File: src/rtl/alu_exec_pkg.sv
// rtl/alu_exec_pkg.sv - ALU select codes, ALUOp codes, M-extension funct3 and FSM states for alu_exec_ctrl
// The DIV state exists only when ALU_EXEC_DIV_EN is defined.
package alu_exec_pkg;

    localparam logic [3:0] SEL_AND    = 4'b0000;
    localparam logic [3:0] SEL_OR     = 4'b0001;
    localparam logic [3:0] SEL_ADD    = 4'b0010;
    localparam logic [3:0] SEL_XOR    = 4'b0011;
    localparam logic [3:0] SEL_SLL    = 4'b0100;
    localparam logic [3:0] SEL_SRL    = 4'b0101;
    localparam logic [3:0] SEL_SUB    = 4'b0110;
    localparam logic [3:0] SEL_SRA    = 4'b0111;
    localparam logic [3:0] SEL_SLT    = 4'b1000;
    localparam logic [3:0] SEL_SLTU   = 4'b1001;
    localparam logic [3:0] SEL_MULDIV = 4'b1111;

    localparam logic [1:0] OP_MEM = 2'b00;
    localparam logic [1:0] OP_BR  = 2'b01;
    localparam logic [1:0] OP_R   = 2'b10;
    localparam logic [1:0] OP_I   = 2'b11;

    localparam logic [2:0] F3_MUL    = 3'b000;
    localparam logic [2:0] F3_MULH   = 3'b001;
    localparam logic [2:0] F3_MULHSU = 3'b010;
    localparam logic [2:0] F3_MULHU  = 3'b011;
    localparam logic [2:0] F3_DIV    = 3'b100;
    localparam logic [2:0] F3_DIVU   = 3'b101;
    localparam logic [2:0] F3_REM    = 3'b110;
    localparam logic [2:0] F3_REMU   = 3'b111;

`ifdef ALU_EXEC_DIV_EN
    typedef enum logic [2:0] {
        ST_IDLE  = 3'd0,
        ST_BASIC = 3'd1,
        ST_MUL   = 3'd2,
        ST_DIV   = 3'd3,
        ST_DONE  = 3'd4
    } state_t;
`else
    typedef enum logic [2:0] {
        ST_IDLE  = 3'd0,
        ST_BASIC = 3'd1,
        ST_MUL   = 3'd2,
        ST_DONE  = 3'd4
    } state_t;
`endif

    // alt selects SUB for funct3=000 and SRA for funct3=101
    function automatic logic [3:0] base_sel(input logic [2:0] f3, input logic alt);
        case (f3)
            3'b000:  base_sel = alt ? SEL_SUB : SEL_ADD;
            3'b001:  base_sel = SEL_SLL;
            3'b010:  base_sel = SEL_SLT;
            3'b011:  base_sel = SEL_SLTU;
            3'b100:  base_sel = SEL_XOR;
            3'b101:  base_sel = alt ? SEL_SRA : SEL_SRL;
            3'b110:  base_sel = SEL_OR;
            default: base_sel = SEL_AND;
        endcase
    endfunction

endpackage

File: src/rtl/alu_exec_decode.sv
// rtl/alu_exec_decode.sv - combinational ALUOp/funct decode into ALU select, mul/div flags and illegal
// With ALU_EXEC_DIV_EN undefined, DIV*/REM* decode as illegal.
module alu_exec_decode
    import alu_exec_pkg::*;
(
    input  logic [1:0] alu_op,
    input  logic [2:0] funct3,
    input  logic       funct7_5,
    input  logic       funct7_0,
    output logic [3:0] sel,
    output logic       is_mul,
    output logic       is_div,
    output logic       illegal
);

    always_comb begin
        sel     = SEL_ADD;
        is_mul  = 1'b0;
        is_div  = 1'b0;
        illegal = 1'b0;
        case (alu_op)
            OP_MEM: sel = SEL_ADD;
            OP_BR:  sel = SEL_SUB;
            OP_R: begin
                if (funct7_0) begin
                    sel = SEL_MULDIV;
                    if (!funct3[2]) begin
                        is_mul = 1'b1;
                    end else begin
`ifdef ALU_EXEC_DIV_EN
                        is_div = 1'b1;
`else
                        illegal = 1'b1;
`endif
                    end
                end else begin
                    sel = base_sel(funct3, funct7_5);
                end
            end
            // I-type has no SUB, so bit 30 only matters for the shift-right pair
            default: sel = base_sel(funct3, funct7_5 && (funct3 == 3'b101));
        endcase
    end

endmodule

File: src/rtl/alu_exec_ctrl.sv
// rtl/alu_exec_ctrl.sv - ALU control/execute unit: single-cycle base ops, iterative RV-M mul/div
// Define ALU_EXEC_DIV_EN to build the restoring divider; otherwise DIV*/REM* complete as illegal.
module alu_exec_ctrl
    import alu_exec_pkg::*;
#(
    parameter int WIDTH = 32
) (
    input  logic             clk,
    input  logic             rst,
    input  logic             in_valid,
    output logic             in_ready,
    input  logic [1:0]       alu_op,
    input  logic [2:0]       funct3,
    input  logic             funct7_5,
    input  logic             funct7_0,
    input  logic [WIDTH-1:0] a,
    input  logic [WIDTH-1:0] b,
    output logic             out_valid,
    input  logic             out_ready,
    output logic [WIDTH-1:0] result,
    output logic             zero,
    output logic             illegal,
    output logic [3:0]       sel
);

    localparam int CW = $clog2(WIDTH);

    function automatic logic [WIDTH-1:0] mag(input logic [WIDTH-1:0] x, input logic n);
        mag = n ? -x : x;
    endfunction

    state_t             state, state_nx;
    logic [WIDTH-1:0]   op_a, op_b, res_q;
    logic [3:0]         sel_q;
    logic [2:0]         f3_q;
    logic               ill_q, neg_a, neg_b, fin;
    logic [CW-1:0]      cnt;
    logic [2*WIDTH-1:0] acc;

    logic [3:0] d_sel;
    logic       d_mul, d_div, d_ill;
    logic       accept, in_sa, in_sb;

    alu_exec_decode u_decode (
        .alu_op   (alu_op),
        .funct3   (funct3),
        .funct7_5 (funct7_5),
        .funct7_0 (funct7_0),
        .sel      (d_sel),
        .is_mul   (d_mul),
        .is_div   (d_div),
        .illegal  (d_ill)
    );

    assign accept = in_valid && in_ready;

    always_comb begin
        in_sa = 1'b0;
        in_sb = 1'b0;
        if (d_mul) begin
            in_sa = (funct3 != F3_MULHU);
            in_sb = (funct3 == F3_MUL) || (funct3 == F3_MULH);
        end else if (d_div) begin
            in_sa = (funct3 == F3_DIV) || (funct3 == F3_REM);
            in_sb = in_sa;
        end
    end

    logic [WIDTH-1:0] mag_a, alu_res, mul_res;
    logic [CW-1:0]    shamt;
    logic [WIDTH:0]   mul_sum;
    logic [2*WIDTH-1:0] mul_nx, prod;

    assign mag_a = mag(op_a, neg_a);
    assign shamt = op_b[CW-1:0];

    always_comb begin
        alu_res = '0;
        case (sel_q)
            SEL_AND:  alu_res = op_a & op_b;
            SEL_OR:   alu_res = op_a | op_b;
            SEL_ADD:  alu_res = op_a + op_b;
            SEL_XOR:  alu_res = op_a ^ op_b;
            SEL_SLL:  alu_res = op_a << shamt;
            SEL_SRL:  alu_res = op_a >> shamt;
            SEL_SUB:  alu_res = op_a - op_b;
            SEL_SRA:  alu_res = $unsigned($signed(op_a) >>> shamt);
            SEL_SLT:  alu_res = {{(WIDTH-1){1'b0}}, $signed(op_a) < $signed(op_b)};
            SEL_SLTU: alu_res = {{(WIDTH-1){1'b0}}, op_a < op_b};
            default:  alu_res = '0;
        endcase
    end

    // Shift-add, LSB first: the low half starts as |b| and drains as the product fills in
    assign mul_sum = {1'b0, acc[2*WIDTH-1:WIDTH]} + {1'b0, mag_a};
    assign mul_nx  = acc[0] ? {mul_sum, acc[WIDTH-1:1]} : {1'b0, acc[2*WIDTH-1:1]};
    assign prod    = (neg_a ^ neg_b) ? -acc : acc;
    assign mul_res = (f3_q == F3_MUL) ? prod[WIDTH-1:0] : prod[2*WIDTH-1:WIDTH];

`ifdef ALU_EXEC_DIV_EN
    logic [WIDTH-1:0]   mag_b, quo, rem, div_res;
    logic [WIDTH:0]     div_sh, div_df;
    logic [2*WIDTH-1:0] div_nx;
    logic               is_rem;

    assign mag_b  = mag(op_b, neg_b);
    // acc holds {partial remainder, dividend shifting into quotient}
    assign div_sh = {acc[2*WIDTH-1:WIDTH], acc[WIDTH-1]};
    assign div_df = div_sh - {1'b0, mag_b};
    assign div_nx = div_df[WIDTH] ? {div_sh[WIDTH-1:0], acc[WIDTH-2:0], 1'b0}
                                  : {div_df[WIDTH-1:0], acc[WIDTH-2:0], 1'b1};
    assign quo    = acc[WIDTH-1:0];
    assign rem    = acc[2*WIDTH-1:WIDTH];
    assign is_rem = (f3_q == F3_REM) || (f3_q == F3_REMU);

    always_comb begin
        if (op_b == '0)
            div_res = is_rem ? op_a : '1;
        else if (is_rem)
            div_res = neg_a ? -rem : rem;
        else
            div_res = (neg_a ^ neg_b) ? -quo : quo;
    end
`endif

    always_ff @(posedge clk or posedge rst) begin
        if (rst)
            state <= ST_IDLE;
        else
            state <= state_nx;
    end

    always_comb begin
        state_nx = state;
        case (state)
            ST_IDLE: begin
                if (in_valid) begin
                    if (d_mul)
                        state_nx = ST_MUL;
`ifdef ALU_EXEC_DIV_EN
                    else if (d_div)
                        state_nx = ST_DIV;
`endif
                    else
                        state_nx = ST_BASIC;
                end
            end
            ST_BASIC: state_nx = ST_DONE;
            ST_MUL:   if (fin) state_nx = ST_DONE;
`ifdef ALU_EXEC_DIV_EN
            ST_DIV:   if (fin) state_nx = ST_DONE;
`endif
            ST_DONE:  if (out_ready) state_nx = ST_IDLE;
            default:  state_nx = ST_IDLE;
        endcase
    end

    // fin marks the extra cycle after the last iteration where sign correction is registered
    always_ff @(posedge clk or posedge rst) begin
        if (rst) begin
            op_a  <= '0;
            op_b  <= '0;
            res_q <= '0;
            sel_q <= '0;
            f3_q  <= '0;
            ill_q <= 1'b0;
            neg_a <= 1'b0;
            neg_b <= 1'b0;
            fin   <= 1'b0;
            cnt   <= '0;
            acc   <= '0;
        end else begin
            if (accept) begin
                op_a  <= a;
                op_b  <= b;
                sel_q <= d_sel;
                f3_q  <= funct3;
                ill_q <= d_ill;
                neg_a <= in_sa && a[WIDTH-1];
                neg_b <= in_sb && b[WIDTH-1];
                fin   <= 1'b0;
                cnt   <= CW'(WIDTH - 1);
                acc   <= d_div ? {{WIDTH{1'b0}}, mag(a, in_sa && a[WIDTH-1])}
                               : {{WIDTH{1'b0}}, mag(b, in_sb && b[WIDTH-1])};
            end
            case (state)
                ST_BASIC: res_q <= ill_q ? '0 : alu_res;
                ST_MUL: begin
                    if (fin) begin
                        res_q <= mul_res;
                    end else begin
                        acc <= mul_nx;
                        if (cnt == '0) fin <= 1'b1;
                        else           cnt <= cnt - 1'b1;
                    end
                end
`ifdef ALU_EXEC_DIV_EN
                ST_DIV: begin
                    if (fin) begin
                        res_q <= div_res;
                    end else begin
                        acc <= div_nx;
                        if (cnt == '0) fin <= 1'b1;
                        else           cnt <= cnt - 1'b1;
                    end
                end
`endif
                default: ;
            endcase
        end
    end

    assign in_ready  = (state == ST_IDLE);
    assign out_valid = (state == ST_DONE);
    assign result    = res_q;
    assign zero      = (res_q == '0);
    assign illegal   = ill_q;
    assign sel       = sel_q;

endmodule

File: config.mk
export PLATFORM = sky130hd
export DESIGN_NAME = alu_exec_ctrl
export DESIGN_NICKNAME = d
export VERILOG_FILES = /design/src/rtl/alu_exec_pkg.sv /design/src/rtl/alu_exec_decode.sv /design/src/rtl/alu_exec_ctrl.sv
export SDC_FILE = /design/constraint.sdc
export NUM_CORES = 1
export LEC_CHECK = 0
export CORE_ASPECT_RATIO = 1.75
export CORE_MARGIN = 2
export CORE_UTILIZATION = 50
export DETAILED_ROUTE_END_ITERATION = 16
export PLACE_DENSITY = 0.77
export SLEW_MARGIN = 15
export SYNTH_ARGS = -nofsm -noshare
export SYNTH_HDL_FRONTEND = slang
export SYNTH_SLANG_ARGS = --single-unit
File: constraint.sdc
create_clock -name clk -period 8.4 [get_ports clk]
set_input_delay 0.84 -clock clk [delete_from_list [all_inputs] [get_ports clk]]
set_output_delay 0.84 -clock clk [all_outputs]
set_load 0.1 [all_outputs]
==> summary by stage <==
Placement
At the end of routability-driven placement, the weighted congestion stood at 1.14. At the placement stage, the worst setup path has a slack of 3.53 ns. The number of I/O port buffers is 114.

The post-DP HPWL is 81,800 µm. The total placed instance area is 22,200 µm².

GRT
The number of global-route vias before repair was 23,300. The initial antenna violation count is 31. The global-route wire length before repair is 163,000 µm.

The overall global routing resource usage is 52.9%. The sum of overflow across all layers after global routing is 0. Entering global routing, the biggest net connects 121 pins.

Yosys
For this run, asynchronously set or reset flops after synthesis account for 100%. After synthesis, the largest family of logic cells by area is compound AO/OA/AOI/OAI gates. For this run, the register share of the synthesized area comes to 21.6%. Summed over its instances, the top area cell type makes up 21.6% of the synthesized netlist area. The synthesized design contains 179 register bits. The area of the mapped netlist is 20,800 µm². The synthesized design contains 0 enable-type register cells. After synthesis, the mean cell area works out to 7.53 µm². The complex-gate fraction of the synthesized area is 29.0%. The count of cell types in the netlist is 96. For this run, the leading register cell type out of synthesis is sky130_fd_sc_hd__dfrtp_1.

The share of synthesized area spent on multiplexers is 9.15%. Yosys printed 0 warnings. Yosys attributes the largest share of cell area to sky130_fd_sc_hd__dfrtp_1 (22%), sky130_fd_sc_hd__ha_1 (8.4%), sky130_fd_sc_hd__o21ai_0 (7.5%), sky130_fd_sc_hd__nand2_1 (6.1%), sky130_fd_sc_hd__a21oi_1 (5.7%). The number of instances in the synthesized netlist is 2,760.

The share of the synthesized netlist area taken by xor and xnor gates is 5.61%. The biggest area contributor in the post-synthesis netlist is sky130_fd_sc_hd__dfrtp_1. The number of nets in the synthesized netlist is 2,978. Summing the areas of all fa, ha and maj instances in the mapped netlist gives 8.72% of the synthesized area. Summing the areas of all and, or, nand and nor instances in the mapped netlist gives 19.8% of the synthesized area.

Routing
The starting DRC count in detailed routing is 2,970. The post-detailed-route wirelength per cell is 33.8 µm. The final route contains 24,000 vias. The count of nets left with antenna violations after detail routing is 0. The total met2 wirelength after detailed routing is 50,200 µm.

The met1 routed wirelength after detailed routing is 35,000 µm. The total DRC errors in the routed layout is 0. The number of search-and-repair iterations in the first detailed-routing pass is 6. After detailed routing, the total wire length is 112,000 µm.

After detailed routing, the met3 layer carries 13,500 µm of wire. The highest metal layer with signal wires is met5. Using the TritonRoute via totals, the vias-per-cell ratio works out to 7.20.

Clock network
The number of hold-repair buffers added at the cts stage is 0. The root buffer selected by CTS is sky130_fd_sc_hd__clkbuf_16. The later pin in the worst-skew pair is clocked with a latency of 0.50 ns.

Clock-pin slew was measured on the worst setup and hold paths at 0.09 ns. The number of instances resized during post-cts repair is 0. The H-tree generated during clock tree synthesis spans 4 levels. TritonCTS built the clock tree. The number of sinks driven by the clock tree is 179. The total CTS buffers is 17. The worst-case clock buffer depth is 2. In this run the post-CTS setup repair buffer count came out at 0.

Cells and area
The most common cell after layout, fill and taps aside is sky130_fd_sc_hd__nand2_1. The final-layout fill cell count is 4,036. The cell area after layout is 22,900 µm². The multi-input logic area is 15,100 µm². The number of nets in the final layout is 2,963. The share of final-layout standard cells stronger than drive strength 1 is 8.12%.

Compared with the post-synthesis result, the final layout area differs by 10.4%. The top cell types in the final layout, fill and taps aside, are sky130_fd_sc_hd__nand2_1 (334), sky130_fd_sc_hd__o21ai_0 (309), sky130_fd_sc_hd__nor2_1 (252). Registers take 4490 µm².

STA
Setup repair after global routing left no endpoint under its margin. Setup violations remaining at the end of the flow were counted as 0. The worst hold-check slack is 0.504 ns. The worst setup skew after layout is 0.0189 ns. The final number of max-transition violations was 0. Summed over all failing endpoints, the final setup total negative slack is 0 ns. Timing would allow up to 193 MHz.

The time the worst path needs with I/O delays and setup is 5.18 ns. The final count of hold timing violations is 0. At the pin with the least slew margin, the transition time is 1.40 ns.

After layout, the worst path uses 61.7% of the clock period. The worst slew margin relative to its limit is 5.79%. The worst setup margin is 3.22 ns.

Floorplan
The number of top-level pins is 115. The die span in y is 274 µm. The die covers 43,300 µm². The cell row count is 98.

After floorplanning, the core was sized to cover 41,000 µm². The die width is 158 µm. The initial cell density of the core is 50.7%.

Critical path
STA puts the critical path data arrival time at 5.54 ns. By startpoint and endpoint, the worst setup path is classified as reg -> reg. The category of the worst setup path capture point is a flip-flop.

The largest fanout on the critical path is 57. The endpoint required time on the critical path is 8.76 ns. The worst setup path is launched from a flip-flop.

Outcome
The run finished with clean final reports.

Worst hold path
The path category of the worst min-delay check is reg -> reg.

Flow run
The tool flagged a number of max-cap violations equal to 0.
[state kept, by name (all words and copies together) (netlist names)]
signal / cells
cnt: 5
illegal: 1
result: 32
op_a: 32
neg_b: 1
fin: 1
acc: 64
state: 3
f3_q: 3
neg_a: 1
op_b: 32
sel: 4
[critical path: stages (launching register included)]
cell,delay (ns)
sky130_fd_sc_hd__dfrtp_1,0.35
sky130_fd_sc_hd__buf_4,0.49
sky130_fd_sc_hd__inv_1,0.48
sky130_fd_sc_hd__ha_1,0.57
sky130_fd_sc_hd__o211a_1,0.18
sky130_fd_sc_hd__o31ai_1,0.16
sky130_fd_sc_hd__a2111oi_1,0.90
sky130_fd_sc_hd__o21bai_1,0.18
sky130_fd_sc_hd__a31oi_1,0.58
sky130_fd_sc_hd__nand3_1,0.23
sky130_fd_sc_hd__nand2_1,0.23
sky130_fd_sc_hd__o221ai_1,0.17
sky130_fd_sc_hd__a221oi_1,0.38
sky130_fd_sc_hd__o21ai_1,0.10
[layer usage]
metal  vias up  global-route usage [%]
met5         -                    1.74
met4        10                    49.0
met3       707                    26.6
met2      1803                    80.1
met1     11400                    51.8
li1      10000                       -
[area by class of cell]
cell class | instances | area share, %
multi-input combinational | 2259 | 65.8
sequential | 179 | 19.6
timing repair buffer | 168 | 6.77
tap | 550 | 3.00
inverter | 120 | 2.00
clock buffer | 18 | 1.87
clock inverter | 14 | 0.791
antenna | 19 | 0.207
[worst paths after layout]
path,slack (ns),cells after the start,endpoint,startpoint
worst max-delay path,3.22,13,result[26]$_DFFE_PP0P_,op_b[4]$_DFFE_PP0P_
worst min-delay path,0.50,1,fin$_DFF_PP0_,cnt[4]$_DFF_PP0_
worst max register to register,3.22,13,result[26]$_DFFE_PP0P_,op_b[4]$_DFFE_PP0P_
worst min register to register,0.50,1,fin$_DFF_PP0_,cnt[4]$_DFF_PP0_
max in group asynchronous,6.03,3,op_b[0]$_DFFE_PP0P_,rst
min in group asynchronous,0.85,2,acc[14]$_DFF_PP0_,rst
[cells in the mapped netlist, types with 16 or more instances]
master,number
sky130_fd_sc_hd__a31oi_1,28
sky130_fd_sc_hd__buf_2,29
sky130_fd_sc_hd__o211ai_1,40
sky130_fd_sc_hd__o31ai_1,34
sky130_fd_sc_hd__inv_1,116
sky130_fd_sc_hd__buf_1,21
sky130_fd_sc_hd__nand2_1,335
sky130_fd_sc_hd__mux2i_1,65
sky130_fd_sc_hd__nand3_1,59
sky130_fd_sc_hd__a211oi_1,29
sky130_fd_sc_hd__o21ai_1,27
sky130_fd_sc_hd__nor4_1,26
sky130_fd_sc_hd__mux4_2,42
sky130_fd_sc_hd__nor3_1,49
sky130_fd_sc_hd__xor2_1,44
sky130_fd_sc_hd__ha_1,140
sky130_fd_sc_hd__a21o_1,30
sky130_fd_sc_hd__clkbuf_1,144
sky130_fd_sc_hd__nand2b_1,17
sky130_fd_sc_hd__or3_1,26
sky130_fd_sc_hd__mux2_2,27
sky130_fd_sc_hd__a21oi_1,237
sky130_fd_sc_hd__o21ai_0,312
sky130_fd_sc_hd__nand4_1,21
sky130_fd_sc_hd__xnor2_1,89
sky130_fd_sc_hd__dfrtp_1,179
sky130_fd_sc_hd__a22oi_1,16
sky130_fd_sc_hd__nor2_1,253
[per-stage QoR]
| stage | util, % | instances |
|---|---|---|
| floorplan | - | 2760 |
| global placement | 54.3 | 3274 |
| detailed placement | 54.3 | 3274 |
| CTS | 55.8 | 3306 |
| global route | 55.9 | 3314 |
| finish | 56.0 | 3327 |
[cell families after synthesis]
family                     count (synthesis)
and+or+nand+nor                          891
muxes                                    134
xor gates and xnor gates                 133
AOI/OAI and AO/OA                        958
buffers and inverters                    322
adders and majority gates                143
DFF                                      179
Power is left out: the tool's default activity adds up to more than one toggle a clock period on the data nets, which glitch-free logic cannot reach.
==> RTL edit (config.mk and constraints unchanged) <==
Set the package constant `SEL_MULDIV` to 4'b1000 (it was 4'b1111).
--- a/src/rtl/alu_exec_pkg.sv
+++ b/src/rtl/alu_exec_pkg.sv
@@ -12,7 +12,7 @@
     localparam logic [3:0] SEL_SRA    = 4'b0111;
     localparam logic [3:0] SEL_SLT    = 4'b1000;
     localparam logic [3:0] SEL_SLTU   = 4'b1001;
-    localparam logic [3:0] SEL_MULDIV = 4'b1111;
+    localparam logic [3:0] SEL_MULDIV = 4'b1000;
 
     localparam logic [1:0] OP_MEM = 2'b00;
     localparam logic [1:0] OP_BR  = 2'b01;
Formal check against the unedited RTL: not equivalent (a bounded check fails within 4 cycles, from zero or initial values and one cycle with rst high).
==> RTL edit against the unedited design <==
  * Final area down 0.77%
  * Synthesized cell count is 2.0% lower
  * Routed wire length fell by 9.0%
  * Cell count decreased by 2.0%
  * Count of clock-buffer cells in the layout shrank 1
  * Area after synthesis decreased by 1.1%
  * Sequential cell count stayed put
  * Setup slack got worse by 0.052 ns
  * Critical endpoint unchanged
==> RTL edit: results (changes against the unedited design) <==
- Worst Path Max Fanout: 26 (-54%)
- The path with the worst hold slack has its endpoint at cnt[0].
- Global-route wire length before repair: 148.7 mm (-8.7%)
- Number of search-and-repair iterations in the first detailed-routing pass: 7 (+1)
- Synthesized-area fraction occupied by ao, oa, aoi and oai cells: 0.2841 (-0.006022)
- The routed wire length came to 102.3 mm (-9.0%).
- The slew of the pin with the lowest slew margin is 1.364 ns (-0.03699 ns).
- The clock skew after layout was 0.01728 ns (-0.001635 ns).
* Post-Place Cell Area: 22090 um2 (-0.70%)
* Ranking of synthesized cells by area: dfrtp_1 (22%), ha_1 (8.5%), o21ai_0 (7.6%), a21oi_1 (6.0%), mux4_2 (5.6%)
- Worst reg-to-reg path cell count: 11 (-2)
- Vias/cell: 7.074 (-1.8%)
- The number of distinct standard cells referenced by the synthesized netlist came to 85 (-11%).
- Critical hold path startpoint: cnt[0]
- Run status: completed
* Slowest cell on the critical path: a2111oi_0
* Most common library cells after synthesis: o21ai_0 (312), nand2_1 (296), nor2_1 (263), a21oi_1 (248), dfrtp_1 (179)
* Fraction of synthesized area in multiplexers: 0.09428 (+0.002806)
- Area share of xor/xnor cells in the synthesized design: 0.06646 (+0.01040)
- Share of final-layout standard cells stronger than drive strength 1: 0.07573 (-0.005489)
- Sequential area share after synthesis: 0.2179 (+0.002309)
* Maximum number of pins on one net before global-route repair: 115 (-5.0%)
- Final weighted congestion of routability-driven global placement: 1.074 (-5.6%)
* Layout fillers: 3951 (-2.1%)
* Global Route Usage Sum: 0.4787 (-0.05034)
* Via count of the first global-routing pass: 22150 (-4.8%)
==> RTL edit: kinds of logic after synthesis <==
| logic type | after synthesis |
|---|---|
| buffers and inverters | 312 |
| xor gates and xnor gates | 156 |
| and+or+nand+nor | 848 |
| adders and majority gates | 143 |
| AOI/OAI and AO/OA | 943 |
| muxes | 123 |
| DFF | 179 |
==> RTL edit: worst max-delay path by stage <==
stage,depth (start not counted),slack [ns],end,start
after floorplan,1,2.70,acc[0],rst
after global placement,11,3.47,result[26],op_b[2]
final,11,3.16,result[26],op_b[2]
after global routing,11,2.95,result[26],op_b[2]
after CTS,11,3.41,result[26],op_b[2]
after detailed placement,11,3.43,result[26],op_b[2]
==> RTL edit: through the flow <==
step	std cells	setup WS [ns]	power (mW)	utilization
detailed placement	3224	3.434	10.21	0.5426
global placement	3224	3.466	10.17	0.5426
finish	3262	3.164	11.64	0.5589
CTS	3256	3.411	11.15	0.5582
global route	3257	2.945	12.10	0.5586
floorplan	2704	2.701	7.363	-
==> RTL edit: cell type report <==
cell class	instances	area, um2	share of cell area
flip-flops and latches	179	4487	0.1972
clock inverters	15	212.7	0.009348
inverters	117	446.7	0.01963
diodes	5	12.51	0.0005499
well taps	550	688.2	0.03024
clock buffers	17	425.4	0.01870
repair buffers	166	1531	0.06731
multi-input cells	2213	14950	0.6570
==> RTL edit: power by group through the flow <==
stage	clock network (mW)	registers (mW)	logic [mW]
2_1_floorplan	0	2.06	5.31
3_3_place_gp	0	1.91	8.26
3_5_place_dp	0	1.92	8.29
4_1_cts	0.910	1.91	8.33
5_1_grt	0.943	1.98	9.18
6_report	0.917	1.98	8.75
==> RTL edit: per-layer routing <==
metal,GRT usage,vias up,part of all wire
met5,0,-,0.00073
li1,-,9880,-
met4,0.4428,8,0.12
met3,0.1251,559,0.099
met2,0.7566,1621,0.45
met1,0.5157,11010,0.33
